**config.mk**
```make
export PLATFORM = sky130hd
export DESIGN_NAME = ram_store_queue
export DESIGN_NICKNAME = d
export VERILOG_FILES = /design/src/rtl/ram_store_queue.sv
export SDC_FILE = /design/constraint.sdc
export NUM_CORES = 1
export LEC_CHECK = 0
export ABC_AREA = 0
export ABC_CLOCK_PERIOD_IN_PS = 3600
export CORE_ASPECT_RATIO = 0.8
export CORE_UTILIZATION = 55
export CTS_BUF_LIST = sky130_fd_sc_hd__clkbuf_16
export DETAILED_ROUTE_END_ITERATION = 10
export PLACE_DENSITY = 0.82
export RECOVER_POWER = 25
export SETUP_SLACK_MARGIN = 0.15
export SLEW_MARGIN = 10
export SYNTH_ARGS = -nofsm -noshare
export SYNTH_HDL_FRONTEND = slang
export SYNTH_SLANG_ARGS = --single-unit
export TNS_END_PERCENT = 30
```
**constraint.sdc**
```tcl
create_clock -name clk -period 3.6 [get_ports clk]
set_input_delay 0.54 -clock clk [delete_from_list [all_inputs] [get_ports clk]]
set_output_delay 0.54 -clock clk [all_outputs]
set_load 0.02 [all_outputs]
```
**src/rtl/ram_store_queue.sv**
```systemverilog
`default_nettype none
// ============================================================================
// Module   : ram_store_queue
// Purpose  : MEM-stage store-data select feeding a DEPTH-entry store FIFO that
//            drains to the data RAM and forwards the youngest match to loads.
// Revision : 1.0 - initial release
// ============================================================================
module ram_store_queue #(
  parameter int DATA_W = 16,
  parameter int ADDR_W = 16,
  parameter int NSRC   = 4,
  parameter int SEL_W  = 3,
  parameter int DEPTH  = 4
) (
  input  logic                     clk,
  input  logic                     rst,
  input  logic                     st_valid,
  output logic                     st_ready,
  input  logic [ADDR_W-1:0]        st_addr,
  input  logic [SEL_W-1:0]         st_sel,
  input  logic [NSRC*DATA_W-1:0]   src_data,
  output logic [DATA_W-1:0]        last_data,
  output logic                     mem_valid,
  input  logic                     mem_ready,
  output logic [ADDR_W-1:0]        mem_addr,
  output logic [DATA_W-1:0]        mem_data,
  input  logic [ADDR_W-1:0]        ld_addr,
  output logic                     ld_hit,
  output logic [DATA_W-1:0]        ld_data,
  output logic [$clog2(DEPTH):0]   count,
  output logic                     empty,
  output logic                     full
);

  localparam int c_PTR_W = $clog2(DEPTH);
  localparam int c_CNT_W = c_PTR_W + 1;

  logic [ADDR_W-1:0]  r_addr_mem [DEPTH];
  logic [DATA_W-1:0]  r_data_mem [DEPTH];
  logic [c_PTR_W-1:0] r_wr_ptr;
  logic [c_PTR_W-1:0] r_rd_ptr;
  logic [c_CNT_W-1:0] r_count;
  logic [DATA_W-1:0]  r_last;

  logic [DATA_W-1:0]  w_sel_data;
  logic               w_enq;
  logic               w_deq;
  logic               w_ld_hit;
  logic [DATA_W-1:0]  w_ld_data;
  logic [c_PTR_W-1:0] w_fwd_idx;

  assign full      = (r_count == c_CNT_W'(DEPTH));
  assign empty     = (r_count == '0);
  assign st_ready  = !full;
  assign mem_valid = !empty;
  assign mem_addr  = r_addr_mem[r_rd_ptr];
  assign mem_data  = r_data_mem[r_rd_ptr];
  assign count     = r_count;
  assign last_data = r_last;
  assign ld_hit    = w_ld_hit;
  assign ld_data   = w_ld_data;

  assign w_enq = st_valid && st_ready;
  assign w_deq = mem_valid && mem_ready;

  // Out-of-range selects reuse the previously stored value (the "no-op" source).
  always_comb begin
    w_sel_data = r_last;
    for (int i = 0; i < NSRC; i++) begin
      if (st_sel == SEL_W'(i)) begin
        w_sel_data = src_data[i*DATA_W +: DATA_W];
      end
    end
  end

  // Walk oldest to youngest so the last match seen is the youngest one.
  always_comb begin
    w_ld_hit  = 1'b0;
    w_ld_data = '0;
    w_fwd_idx = r_rd_ptr;
    for (int k = 0; k < DEPTH; k++) begin
      w_fwd_idx = r_rd_ptr + c_PTR_W'(k);
      if ((c_CNT_W'(k) < r_count) && (r_addr_mem[w_fwd_idx] == ld_addr)) begin
        w_ld_hit  = 1'b1;
        w_ld_data = r_data_mem[w_fwd_idx];
      end
    end
  end

  always_ff @(posedge clk or negedge rst) begin
    if (!rst) begin
      r_wr_ptr <= '0;
      r_rd_ptr <= '0;
      r_count  <= '0;
      r_last   <= '0;
    end else begin
      if (w_enq) begin
        r_wr_ptr <= r_wr_ptr + c_PTR_W'(1);
        r_last   <= w_sel_data;
      end
      if (w_deq) begin
        r_rd_ptr <= r_rd_ptr + c_PTR_W'(1);
      end
      case ({w_enq, w_deq})
        2'b10:   r_count <= r_count + c_CNT_W'(1);
        2'b01:   r_count <= r_count - c_CNT_W'(1);
        default: r_count <= r_count;
      endcase
    end
  end

  // Entry storage is left uncleared; occupancy alone decides validity.
  always_ff @(posedge clk) begin
    if (w_enq) begin
      r_addr_mem[r_wr_ptr] <= st_addr;
      r_data_mem[r_wr_ptr] <= w_sel_data;
    end
  end

endmodule
`default_nettype wire
```
==> results.json, run 1 <==
{
  "status": "finished with violations",
  "violations": "DRC, setup timing",
  "wl_mm": 34.47,
  "grt_pass1_wl_mm": 51.87,
  "synthCells": 822,
  "synth_compound_area_share_pct": 9.713,
  "required_ns": 3.06,
  "rsz0062_at_grt": "true",
  "clkTransAtPathRegs_ns": 0.07,
  "synth_xor_area_share_pct": 5.659,
  "synth_top_family_by_area": "multiplexers",
  "synthArstFlopShare_pct": 15.23,
  "timing.final.crit_share_pct": 116.7,
  "seq_area_mm2": 0.004427,
  "htreeDepth": 4,
  "mostFrequentLayoutCells": "buf_4, clkdlybuf4s50_1, edfxtp_1",
  "start_kind": "flip-flop",
  "synthSimpleGateAreaFrac_pct": 8.536,
  "coreArea_mm2": 0.01844,
  "cts_buffer_depth": 2,
  "groute.usage.overall_pct": 35.50,
  "final_common_cell": "buf_4",
  "cts_tree": "built",
  "drv_cap": 0,
  "post_drt_wl_per_cell_um": 24.29,
  "routed_via_density": 6.562,
  "power.leakage_nw": 5.864,
  "start_util_pct": 57.06,
  "critical_path_class": "flip-flop to output port",
  "ys_types": 73,
  "powerDensity_mw_per_mm2": 826.8,
  "antenna_found_initial": 0,
  "synth_enable_flop_cells": 128,
  "n_fill_cell": 1009,
  "clock-sinks": 151,
  "drtAntennaViolNets": 0,
  "grt_remaining_overflow": 0,
  "reg2reg_to": "count[2]",
  "placed_area_mm2": 0.01369,
  "report.final.slew_viol_count": 0,
  "holdWs_ns": 0.5276,
  "yosysWarnings": 0,
  "cp.arrival_ns": 3.66,
  "worst-path-max-fanout": 9,
  "synthAdderAreaFrac_pct": 1.070,
  "whs_endpoint": "last_data[1]",
  "startpoint": "r_rd_ptr[1]",
  "min_period_ns": 4.202,
  "yosysTopAreaCell": "edfxtp_1",
  "slew_headroom_pct": 11.99,
  "synth_nets": 934,
  "place.gp.congestion": 0.9597,
  "clk_latency_ns": 0.44,
  "max_slew.worst_pin.slew_ns": 1.320,
  "area_growth_pct": 41.62,
  "worstSetupEndpointType": "output port",
  "cts_buffers": 17,
  "fp.dieArea_mm2": 0.01969,
  "die_h_um": 125.7,
  "grt_max_degree": 38,
  "dr.pass1.iters": 11,
  "portBuffers": 174,
  "diodes": 0,
  "drt_iter0_markers": 1428,
  "root_buffer": "clkbuf_16",
  "fmax_mhz": 238.0,
  "post-route-worst-setup-slack_ns": -0.6018,
  "muxShareOfSynthArea_pct": 28.13,
  "multi_input_area_mm2": 0.005983,
  "design_area_mm2": 0.01490,
  "grt_pass1_vias": 9167,
  "reg2reg_from": "count[0]",
  "fin_skew_ns": 0.01134,
  "hp-class": "flip-flop to flip-flop",
  "whs_path_depth": 1,
  "ir_drop_uv": 423.6,
  "ys_seq_elements": 151,
  "rr_worst_depth": 10,
  "die_w_um": 156.7,
  "yosysSeqAreaShare_pct": 41.99,
  "dp_hpwl_mm": 22.42,
  "nets": 1265,
  "synth.top_cell.area_share_pct": 36.52,
  "via_count": 9312,
  "synth.avg_cell_area_um2": 12.80,
  "ys_top_cells_by_area": "edfxtp_1, mux2i_1, mux4_2, dfrtp_1, xnor2_1",
  "drc_errors": 18,
  "drive_gt1_share_pct": 34.99,
  "final_hold_viol_count": 0,
  "worst-r2r-setup-slack_ns": 0.91,
  "boundaryPins": 175,
  "ys.flop_type": "edfxtp_1",
  "syn-cell-area_mm2": 0.01052,
  "setup_viol": 17,
  "hold_start": "last_data[1]",
  "num_rows": 44
}
-- metrics by stage --
step	setup WS, ns	instances	utilization, %	TNS [ns]	total power [mW]
6_report	-0.6018	1419	80.81	-8.958	12.32
5_1_grt	-0.7636	1419	80.81	-11.33	12.77
4_1_cts	-0.5316	1413	79.79	-8.369	11.93
3_5_place_dp	-0.5483	1363	74.21	-7.823	9.691
3_3_place_gp	-0.5524	1363	74.21	-7.636	9.549
2_1_floorplan	0.08554	822	-	0	7.094
-- repair_timing --
item,in CTS,in global routing
gates resized for setup,144,27
endpoints found under the setup margin,31,26
endpoints found under the hold margin,0,0
pin swaps,16,14
hold buffers,0,0
gates cloned,6,1
setup buffers,12,5
-- kinds of logic after synthesis --
kind of cell,after synthesis
muxes,227
and+or+nand+nor,152
DFF,151
AOI/OAI and AO/OA,128
buffers and inverters,87
xor gates and xnor gates,68
adders and majority gates,9
-- cell type report --
class / instances / area share (%)
well taps: 253 / 2.124
inverters: 15 / 0.3946
repair buffers: 382 / 23.61
flip-flops and latches: 151 / 29.70
clock inverters: 14 / 1.007
multi-input cells: 586 / 40.14
clock buffers: 18 / 3.022
-- power by group --
| part | internal, mW | switching [mW] | total (mW) |
|---|---|---|---|
| clock network | 1.02 | 0.819 | 1.84 |
| logic | 3.68 | 4.05 | 7.72 |
| registers | 2.46 | 0.295 | 2.76 |
-- routing by layer --
metal  vias to the layer above  GRT usage (%)  part of all wire [%]
met5                         -              0                     0
met4                         0          13.21                   4.1
met3                       163          10.46                    12
met2                       687          55.62                    46
met1                      4490          46.76                    38
li1                       3972              -                     -
-- worst max-delay path by stage --
| stage | to | slack [ns] | depth (start not counted) |
|---|---|---|---|
| after floorplan | ld_data[11] | 0.09 | 12 |
| after global placement | ld_data[2] | -0.55 | 11 |
| after detailed placement | ld_data[2] | -0.55 | 11 |
| after CTS | ld_data[8] | -0.53 | 11 |
| after global routing | ld_data[12] | -0.76 | 14 |
| final | ld_data[12] | -0.60 | 14 |
-- synthesized netlist by cell type, drive strengths merged, types with 3 or more instances --
cell and count:
mux2i 136, edfxtp 128, xnor2 61, mux4 48
buf 46, mux2 43, nand2 34, nand3 27
clkbuf 25, dfrtp 23, nor2 22, and3 15
inv 14, o21ai 13, and4 12, o211ai 12
a31oi 11, a32oi 11, o31ai 11, ha 9
a222oi 8, a41o 8, nand4 8, xor2 7
a21oi 6, a311o 6, a41oi 6, nor4 6
a2bb2oi 5, a311oi 5, nand2b 5, a31o 4
nor3 4, or3 4, a22oi 3, and2 3
nor2b 3
-- worst max-delay path, stage by stage, from the launching register on --
cell	delay, ns
dfrtp_4	0.47
buf_4	0.22
buf_6	0.19
mux2i_1	0.24
xnor2_1	0.11
buf_4	0.15
nor4_1	0.30
o221ai_1	0.23
buf_4	0.18
nor4_4	0.31
buf_4	0.22
buf_12	0.13
a31oi_1	0.12
a2bb2oi_2	0.20
buf_6	0.14
-- flip-flops by register name, summed over array words and instances, names as in the netlist --
register / flops
last_data: 16
r_addr_mem: 64
r_data_mem: 64
r_wr_ptr: 2
count: 3
r_rd_ptr: 2
(Power assumes the default switching activity.)
==> run 2: changes to the inputs <==
Settings changed: SETUP_SLACK_MARGIN 0.15 to 0.3, SLEW_MARGIN 10 to not set.
==> results.json, run 2 (same netlist as run 1, synthesis figures left out) <==
{
  "fmax_mhz": 242.7,
  "max_slew.worst_pin.slew_ns": 1.366,
  "dp_hpwl_mm": 22.68,
  "hp-class": "flip-flop to flip-flop",
  "fin_skew_ns": 0.006615,
  "highest_layer": "met4",
  "num_rows": 44,
  "cp-endpoint": "ld_data[15]",
  "post-route-worst-setup-slack_ns": -0.5211,
  "htreeDepth": 4,
  "violations": "setup timing",
  "critPathSlowestCell": "dfrtp_4",
  "start_kind": "flip-flop",
  "groute.usage.overall_pct": 36.82,
  "grt_remaining_overflow": 0,
  "grt_pass1_wl_mm": 54.34,
  "routed_via_density": 6.676,
  "clock-sinks": 151,
  "startpoint": "r_rd_ptr[0]",
  "mostFrequentLayoutCells": "buf_4, clkdlybuf4s50_1, edfxtp_1",
  "clk_latency_ns": 0.43,
  "clkTransAtPathRegs_ns": 0.07,
  "required_ns": 3.06,
  "area_growth_pct": 47.12,
  "power.leakage_nw": 6.014,
  "cp_top_family": "buffers and inverters",
  "drive_gt1_share_pct": 39.53,
  "final_common_cell": "buf_4",
  "setup-tns-final_ns": -7.978,
  "slew_headroom_pct": 8.943,
  "critical_path_class": "flip-flop to output port",
  "critical-path-top-cell-by-count": "buf_4",
  "ir_drop_uv": 594.7,
  "min_period_ns": 4.121,
  "power_mw": 12.75,
  "rr_worst_depth": 7,
  "status": "finished with violations",
  "drv_cap": 0,
  "setup_viol": 17,
  "crit_buf_inv": 7,
  "cts_buffer_depth": 2,
  "wl_met3_mm": 4.605,
  "worst-r2r-setup-slack_ns": 1.15,
  "die_w_um": 156.7,
  "route.met2.wl_mm": 16.84,
  "coreArea_mm2": 0.01844,
  "cp.arrival_ns": 3.58,
  "boundaryPins": 175,
  "antenna_found_initial": 0,
  "rsz0062_at_grt": "true",
  "grt_max_degree": 53,
  "cts_buffers": 17,
  "drc_errors": 0,
  "wl_met1_mm": 13.69,
  "slowest_delay_ns": 0.50,
  "powerDensity_mw_per_mm2": 823.3,
  "grt_pass1_vias": 9554,
  "cts_tree": "built",
  "root_buffer": "clkbuf_16",
  "die_h_um": 125.7,
  "dr.pass1.iters": 6,
  "fin_util_pct": 83.95,
  "portBuffers": 174,
  "timing.final.crit_share_pct": 114.5,
  "start_util_pct": 57.06,
  "drt_iter0_markers": 1456,
  "place.gp.congestion": 0.9459,
  "reg2reg_to": "last_data[1]",
  "reg2reg_from": "count[0]",
  "fp.dieArea_mm2": 0.01969,
  "via_count": 9633,
  "post_drt_wl_per_cell_um": 25.11,
  "worstSetupEndpointType": "output port",
  "report.final.slew_viol_count": 0,
  "final_hold_viol_count": 0,
  "worst-path-max-fanout": 12,
  "pre_cts_ws_ns": -0.7704,
  "nets": 1288,
  "path_cells": "buf_4 -> buf_12 -> mux4_2 -> xnor2_1 -> o2111ai_1 -> nor3_1 -> buf_4 -> nand3_2 -> buf_6 -> buf_12 -> o31ai_2 -> buf_4 -> a32oi_4 -> buf_6",
  "wl_mm": 36.23,
  "drtAntennaViolNets": 0,
  "cp_num_cells": 14
}
==> run 2: per-stage QoR <==
stage / std cells / hold slack [ns] / cell area, um2
2_1_floorplan: 822 / 0.2444 / 10750
3_3_place_gp: 1380 / 0.5059 / 14020
3_5_place_dp: 1380 / 0.5160 / 14020
4_1_cts: 1434 / 0.4854 / 15140
5_1_grt: 1442 / 0.5601 / 15480
6_report: 1443 / 0.5333 / 15480
==> run 2: layout make-up <==
class	instances	area (um2)
well taps	253	316.6
clock inverters	13	107.6
clock buffers	19	475.5
inverters	15	68.82
flip-flops and latches	151	4427
repair buffers	406	3825
diodes	1	2.502
fillers	927	2960
multi-input cells	585	6260
==> run 2: repair_timing <==
item                                    4_1_cts  5_1_grt
gates cloned                                  3        1
endpoints found under the setup margin       34       32
setup buffers                                19        7
gates resized for setup                     161       52
pin swaps                                    18       18
hold buffers                                  0        0
==> run 2: how the worst min path moves through the flow <==
| stage | from | end | slack [ns] | cells past startpoint |
|---|---|---|---|---|
| floorplan | rst | count[0] | 0.24 | 0 |
| global placement | last_data[11] | last_data[11] | 0.51 | 1 |
| detailed placement | last_data[9] | last_data[9] | 0.52 | 1 |
| CTS | rst | count[0] | 0.49 | 2 |
| global route | last_data[10] | last_data[10] | 0.56 | 1 |
| finish | last_data[9] | last_data[9] | 0.53 | 1 |
==> run 2: per-layer routing <==
layer / GRT usage [%] / vias up
met5: 0 / -
met4: 11.36 / 0
met3: 10.94 / 123
met2: 57.56 / 780
met1: 49.53 / 4707
li1: - / 4023
==> run 2: power breakdown <==
group	total, mW	leakage (nW)	switching, mW	internal, mW
Sequential	2.75	1.44	0.287	2.46
Combinational	8.21	4.28	4.28	3.93
Clock	1.78	0.292	0.804	0.980
Total	12.7	6.01	5.38	7.37
==> variant: new RTL, flow settings as in run 1 <==
Put one more register stage on the output `count`. The value now appears one clock later. The other outputs are not delayed to match.
--- a/src/rtl/ram_store_queue.sv
+++ b/src/rtl/ram_store_queue.sv
@@ -55,7 +55,9 @@
   assign mem_valid = !empty;
   assign mem_addr  = r_addr_mem[r_rd_ptr];
   assign mem_data  = r_data_mem[r_rd_ptr];
-  assign count     = r_count;
+  always_ff @(posedge clk) begin
+    count <= r_count;
+  end
   assign last_data = r_last;
   assign ld_hit    = w_ld_hit;
   assign ld_data   = w_ld_data;
Check against the original RTL: not equivalent (a bounded check fails within 4 cycles, from zero or initial values and one cycle with rst low).
==> variant against run 1 <==
The flow finishes with violations (negative setup slack). Area after synthesis grew 0.61%. Final area grew 1.9%. Routed wire length grew 2.7%. Via count grew 1.9%. Sequential cell count grew 3. Total power grew 3.4%. Sequential power grew 4%. Count of clock-buffer cells in the layout shrank 1. First-iteration DRC count shrank 17%. Setup slack lost 0.022 ns. Critical path type unchanged. Critical endpoint is now ld_data[2].
==> variant: results (changes against run 1) <==
proportion of total power due to net switching=0.4170 (-0.001721); first-pass GRT wire length=53.21 mm (+2.6%); post-place setup slack=-0.6647 ns (-0.1164 ns); NetSw=0.005311 W (+2.9%); overall fraction of global-route tracks in use=0.3616 (+0.006592); FF-to-FF setup slack=1.14 ns (+0.23 ns); Worst Max-Slew Pin Slew=1.302 ns (-0.01824 ns); outcome=finished with violations; highest ir drop seen on vdd=0.0005410 V (+28%); final setup fails=17 (unchanged); proportion of synthesized flip-flops having asynchronous set or reset=0.1494 (-0.002967); share of layout cells above drive strength 1=0.3768 (+0.02687); count of instances resized after the clock tree is built=161 (+12%); number of distinct library cell variants in the gate-level netlist after synthesis=74 (+1.4%); worst reg-to-reg path cell count=6 (-4); Data arrival, critical path=3.68 ns (+0.02 ns); beginning of the worst hold path=last_data[6]; setup slack of the critical path after layout=-0.6236 ns (-0.02178 ns); non-clock buffer area fraction after layout=0.2448 (+0.008702); worst-case hold path end point=last_data[6]; Clk pwr share=0.140 (-0.009); pin count of the biggest net entering global routing=51 (+34%); area occupied by registers=4487 sq um (+1.4%); Max Fanout on Critical Path=8 (-1); setup clock skew after layout=0.01068 ns (-0.0006605 ns); number of clock sinks seen by CTS=154 (+2.0%); share of synthesized area spent on multiplexers=0.2796 (-0.001695); delay contributed by the slowest stage of the critical path=0.56 ns (+0.09 ns); total of fill cells in the finished design=1007 (-0.20%); area of the core=18500 sq um (+0.30%); Layout Cell Area excl Fill=15180 sq um (+1.9%); violated checks=negative setup slack; Final clock-cell share=0.03717 (-0.003127); timing endpoint of the critical path=ld_data[2]; number of global-route vias before repair=9591 (+4.6%); Detailed Place HPWL=22.69 mm (+1.2%); complex-gate fraction of the synthesized area=0.09655 (-0.0005854)
variant: cell types whose count changed after synthesis:
| cell | delta |
|---|---|
| sky130_fd_sc_hd__dfxtp_1 | +3 |
| sky130_fd_sc_hd__buf_2 | -1 |
| sky130_fd_sc_hd__buf_4 | +1 |
| sky130_fd_sc_hd__dlygate4sd1_1 | -1 |
| sky130_fd_sc_hd__dlygate4sd3_1 | +1 |
variant: per-layer routing:
layer	part of all wire	track usage	vias up
met2	0.47	0.5733	684
met3	0.11	0.08534	136
met5	0	0	-
li1	-	-	4015
met1	0.39	0.4791	4658
met4	0.035	0.1479	0
variant: metrics by stage:
| step | std cells | hold WS, ns |
|---|---|---|
| 2_1_floorplan | 825 | 0.2444 |
| 4_1_cts | 1437 | 0.4550 |
| 3_5_place_dp | 1386 | 0.4956 |
| 3_3_place_gp | 1386 | 0.4909 |
| 6_report | 1442 | 0.5387 |
| 5_1_grt | 1442 | 0.5529 |
